`config.mk`:
```
export PLATFORM = sky130hd
export DESIGN_NAME = mem_responder
export DESIGN_NICKNAME = d
export VERILOG_FILES = /design/src/rtl/mem_responder.sv
export SDC_FILE = /design/constraint.sdc
export NUM_CORES = 2
export LEC_CHECK = 0
export CAP_MARGIN = 10
export CORE_AREA = 2 2 406 509
export DETAILED_ROUTE_END_ITERATION = 7
export DIE_AREA = 0 0 408 511
export RECOVER_POWER = 25
export SLEW_MARGIN = 10
export SYNTH_ARGS = -nofsm -noshare
export SYNTH_HDL_FRONTEND = slang
export SYNTH_SLANG_ARGS = --single-unit
```
`constraint.sdc`:
```
create_clock -name i_clk -period 10.72 [get_ports i_clk]
set_input_delay 1.072 -clock i_clk [delete_from_list [all_inputs] [get_ports i_clk]]
set_output_delay 1.072 -clock i_clk [all_outputs]
set_load 0.03 [all_outputs]
```
`src/rtl/mem_responder.sv`:
```
// Single-outstanding 256x8 memory responder with programmable wait states and a
// write-protected upper address window.
module mem_responder #(
   parameter int unsigned WAIT_CYCLES = 1,
   parameter logic [7:0]  PROT_BASE   = 8'hF0
) (
   input  logic       i_clk,
   input  logic       i_rst,
   input  logic       i_req_valid,
   output logic       o_req_ready,
   input  logic       i_req_we,
   input  logic [7:0] i_req_addr,
   input  logic [7:0] i_req_wdata,
   output logic       o_rsp_valid,
   input  logic       i_rsp_ready,
   output logic [7:0] o_rsp_rdata,
   output logic       o_rsp_err,
   output logic       o_busy
);

   typedef enum logic [1:0] {StIdle, StWait, StAccess, StResp} state_t;

   localparam logic [3:0] WaitLoad = 4'(WAIT_CYCLES == 0 ? 0 : WAIT_CYCLES - 1);

   state_t     state_q;
   logic [3:0] wait_cnt_q;
   logic       req_we_q;
   logic [7:0] req_addr_q;
   logic [7:0] req_wdata_q;
   logic       rsp_valid_q;
   logic [7:0] rsp_rdata_q;
   logic       rsp_err_q;
   logic [7:0] mem_q [256];

   // Memory contents are deliberately outside the reset branch so reset never alters them.
   always_ff @(posedge i_clk) begin
      if (i_rst) begin
         state_q     <= StIdle;
         wait_cnt_q  <= '0;
         rsp_valid_q <= 1'b0;
         rsp_rdata_q <= '0;
         rsp_err_q   <= 1'b0;
      end else begin
         unique case (state_q)
            StIdle: begin
               if (i_req_valid) begin
                  req_we_q    <= i_req_we;
                  req_addr_q  <= i_req_addr;
                  req_wdata_q <= i_req_wdata;
                  if (WAIT_CYCLES == 0) begin
                     state_q <= StAccess;
                  end else begin
                     state_q    <= StWait;
                     wait_cnt_q <= WaitLoad;
                  end
               end
            end
            StWait: begin
               if (wait_cnt_q == 4'd0) begin
                  state_q <= StAccess;
               end else begin
                  wait_cnt_q <= wait_cnt_q - 4'd1;
               end
            end
            StAccess: begin
               state_q     <= StResp;
               rsp_valid_q <= 1'b1;
               if (!req_we_q) begin
                  rsp_rdata_q <= mem_q[req_addr_q];
                  rsp_err_q   <= 1'b0;
               end else if (req_addr_q >= PROT_BASE) begin
                  rsp_rdata_q <= 8'h00;
                  rsp_err_q   <= 1'b1;
               end else begin
                  mem_q[req_addr_q] <= req_wdata_q;
                  rsp_rdata_q       <= req_wdata_q;
                  rsp_err_q         <= 1'b0;
               end
            end
            StResp: begin
               if (i_rsp_ready) begin
                  state_q     <= StIdle;
                  rsp_valid_q <= 1'b0;
               end
            end
         endcase
      end
   end

   assign o_req_ready = (state_q == StIdle);
   assign o_busy      = (state_q != StIdle);
   assign o_rsp_valid = rsp_valid_q;
   assign o_rsp_rdata = rsp_rdata_q;
   assign o_rsp_err   = rsp_err_q;

endmodule

```
Word-level counts from Yosys, hierarchy flattened. Memory sizes are Yosys's and may differ from the RTL's. A register that Yosys moved wholly into a read port is not among the register bits. Cells that the tools add are included.

Bits in registers: 33. Bits in writable memories: 2048. Input bits: 21. Memories kept: 1.

Add/sub/neg operators: 1. Magnitude comparators: 1. Equality and inequality tests: 7. Mux-type cells: 19. Bitwise operators: 1. Reduce and logical (&&, ||, !) cells: 9.

Memories: mem_q (depth 256, bits a word 8, read ports 1, clocked after memory_dff 1, write ports 1, RTL line 33) `logic [7:0] mem_q [256];`.

Operator list (number): $mux W8 (3); $reduce_and A3 Y1 (3); $ge A8 B8 Y1 const B (1); $mux W1 (8); $mux W4 (2); $ne A2 B2 Y1 const B (4); $pmux W2 S4 (1); $pmux W4 S2 (1); $mux W2 (3); $reduce_bool A2 Y1 (3); $eq A2 B2 Y1 const B (2); $logic_not A4 Y1 (1); $sub A4 B1 Y4 const B (1); $eq A2 B1 Y1 const B (1); $logic_not A2 Y1 (1); $pmux W1 S2 (1); $reduce_and A2 Y1 (1); $not A1 Y1 (1).

Longest topological paths before layout.
Word-level depth: 6. Mapped depth: 13. Gate-level depth less buffers: 8.

Least setup slack after synthesis. No wires, ideal clock.

Path kind: register to register. From: reg req_wdata_q[0]. To: mem mem_q[0][0] (data pin). Library setup time: 0.821 ns. Data arrival time: 3.243 ns. Data required time: 9.899 ns. Slack: 6.656 ns. Cell stages (with the launch flop): 1. Cells stage by stage: edfxtp_1.

RTL lines: start: declaration (RTL line 29) `logic [7:0] req_wdata_q;`; start signal: assignment (RTL line 49) `req_wdata_q <= i_req_wdata;`; end: declaration (RTL line 33).

Straight into the memory's write port.

Worst setup path in the final report.
From: reg req_wdata_q[5]. To: mem mem_q[221][5] (data pin).

Straight into the memory's write port.

==> impl_results.md <==
- Root Driver: clkbuf_16
- DIE HEIGHT: 511 µm
- RD Place Congestion: roughly 0.86
- Clock-pin slew on the worst setup and hold paths: about 60 ps
- Hold_ws: approximately 480 ps
- Fin crit share: 0.6531
- Reg2reg end: mem_q[221][5]
- Worst hold stages: 2
- CTS tree: built
- Hold Crit Endpoint: o_rsp_valid
- Initial DRC Count: around 4800
- DP Area: 84810 µm²
- IO buf count: 32
- Worst setup EP type: flop
- Synth cell types: 65
- Clk Latency, worst-skew pair: ~850 ps
- Max-Cap Viols: 7
- DR WL/cell: roughly 30 µm
- DR vias: ~40000
- Leading area contributor after synthesis: edfxtp_1
- Synth top area cells: edfxtp_1, mux4_2, nor2_1, mux2i_1, dfxtp_1
- Total gr overflow: 0
- Post-CTS Setup Bufs: 0
- Share of cells above drive strength 1: 0.2090
- Highest clock rate: between 0.1 and 0.15 GHz
- Largest net degree at the start of global routing: about 180
- Setup Viol. Count Final: 0
- Crit path DAT: approximately 7000 ps
- Crit start category: flop
- IO Count: 33
- First-pass GRT wire length: ~300000 µm
- Layout Nets: 4095
- Die area: roughly 210000 µm²
- Worst vdd ir: about 200 µV
- Post-DRT Antenna Nets: 0
- Initial antenna violation count: 6
- DRT Pass-1 Iters: 5
- Site Rows: about 190
- Fill cells: 17130
- Final Hold Fails: 0
- Reg-to-Reg Start: req_wdata_q[5]
- Fin util: 0.4449
- Outcome: complete, but fails checks
- Commonest non-fill, non-tap cell in the layout: edfxtp_1
- PwrDens: ~210 nW/µm²
- Class of the tightest hold or removal check: flop to flop
- Gr busiest metal: met2
- Vias in the first global route: 40460
- Worst slew pin tran: 4945 ps
- Violated checks: max-capacitance violations, max-slew violations
- Async set or reset register ratio after synthesis: 0
- Final Slew Violations: 668
- Synth Instances: 3858
- Number of flops mapped to enable cells by yosys: roughly 2100
- Crit Path Class: flop to flop
- Post-route cell area: about 91000 µm²
- Yosys top cell area share: 0.7649
- Core area: 204100 µm²
- Met2 usage in global routing: 0.3360
- Post-synth top flop: edfxtp_1
- Crit. Startpoint: req_wdata_q[5]
- Grt met3 use: 0.03338
- Syn avg cell area: 21.01 µm²
- Hold buffer count at CTS: 0
- Met1 Track Usage GR: 0.2585
- Post-route setup TNS: 0 ps
- Clock skew: slightly above 40 ps
- Seq cells post-synth: roughly 2100
- Lkg Pwr: 0.02788 µW
- Min-delay src: o_rsp_valid
- Clock Path Buffers: 3
- Reg2Reg Setup Slack: roughly 3700 ps
- Critical Path RT: between 10000 and 15000 ps
- Post-synthesis sequential area ratio: 0.7709
- Layout area overhead: 12.01%
- Critical path peak fanout: 181
- Synth warnings: 0
- Slew headroom: -2.296
- Initial Util: 0.3972
- TritonCTS Sinks: 2089
- Cts bufs inserted: about 190
- Cts repair resizes: 0
- RSZ-0062 raised after global routing: no
- Final WL: about 210000 µm
- Detail Placement HPWL: 128700 µm
- DIE WIDTH: 408 µm
- DRC viols: 0
- Finished Layout Cells: between 6000 and 7000
- Total GRT Usage: 0.2001
- Placed Cells: about 6600
- CTS H-tree depth: 4
- Minimum clock period after layout: around 7000 ps
- Vias per cell: 5.687
- Most frequent cells in the layout: edfxtp_1, mux4_2, nor2_1, clkbuf_16, conb_1
- Area of the mapped netlist: between 80000 and 90000 µm²
- Reg2Reg Depth: 2
worst max path at each step:
stage                                end  slack [ps]  cells after the start
after global routing      o_rsp_rdata[5]        3060                      6
after global placement     mem_q[129][5]        5820                      4
after floorplan              mem_q[0][0]        6660                      0
after CTS                 o_rsp_rdata[4]        5990                      9
final                      mem_q[221][5]        3720                      2
after detailed placement   mem_q[181][7]        5840                      4
routing by layer:
metal	vias up	wire, µm
li1	16360	-
met1	21110	80460
met2	1696	105100
met3	378	14850
met4	6	9195
met5	-	43
logic make-up after synthesis:
group	synth area share
AND/OR/NAND/NOR	0.03297
flip-flops	0.7709
buffers and inverters	0.01619
XOR/XNOR	0.0003242
AO/OA/AOI/OAI	0.02740
adder cells (fa/ha/maj)	0.0007717
multiplexers	0.1514
other	0.00004626
synthesized netlist by cell type (all sizes together), types with 13 or more instances:
cell       n
edfxtp  2065
mux4     497
nor2     310
buf      138
nand2    124
mux2i     88
clkbuf    86
o22ai     58
a21oi     57
a22oi     45
nand3     34
nor2b     32
dfxtp     24
nor3      19
a211oi    18
mux2      18
o21ai     18
a221oi    17
a22o      15
nand2b    13
registers in the layout, indices dropped and copies added, names as in the netlist, named ones only:
register,cells
state_q,2
req_addr_q,8
o_rsp_rdata,8
req_wdata_q,8
o_rsp_err,1
mem_q,2048
req_we_q,1
o_rsp_valid,1
wait_cnt_q,4
cell type report:
cell class / instances / area (µm²) / share of cell area
Clock inverter: 105 / 985.9 / 0.01086
Sequential cell: 2089 / 62510 / 0.6884
Timing Repair Buffer: 118 / 1041 / 0.01146
Multi-Input combinational cell: 1658 / 17760 / 0.1956
Antenna cell: 4 / 10.01 / 0.0001102
Inverter: 14 / 52.55 / 0.0005787
Clock buffer: 241 / 5031 / 0.05541
Tap cell: 2726 / 3411 / 0.03756
power breakdown:
group	internal, µW	leakage [µW]	switching (µW)	total [µW]
Sequential	9240	0.0189	111	9360
Combinational	1260	0.00608	2150	3410
Clock	3670	0.00294	2980	6650
Total	14200	0.0279	5240	19400
critical path, cell delays in order, from the launching register on:
cell and delay, ps:
edfxtp_1 310, clkbuf_1 2370, clkbuf_2 2870
through the flow:
step / power [µW] / setup slack [ps]
2_1_floorplan: 11720 / 6656
3_3_place_gp: 12930 / 5819
3_5_place_dp: 12950 / 5839
4_1_cts: 19530 / 5991
5_1_grt: 19980 / 3063
6_report: 19410 / 3718
Power figures use the tool's default switching activity.
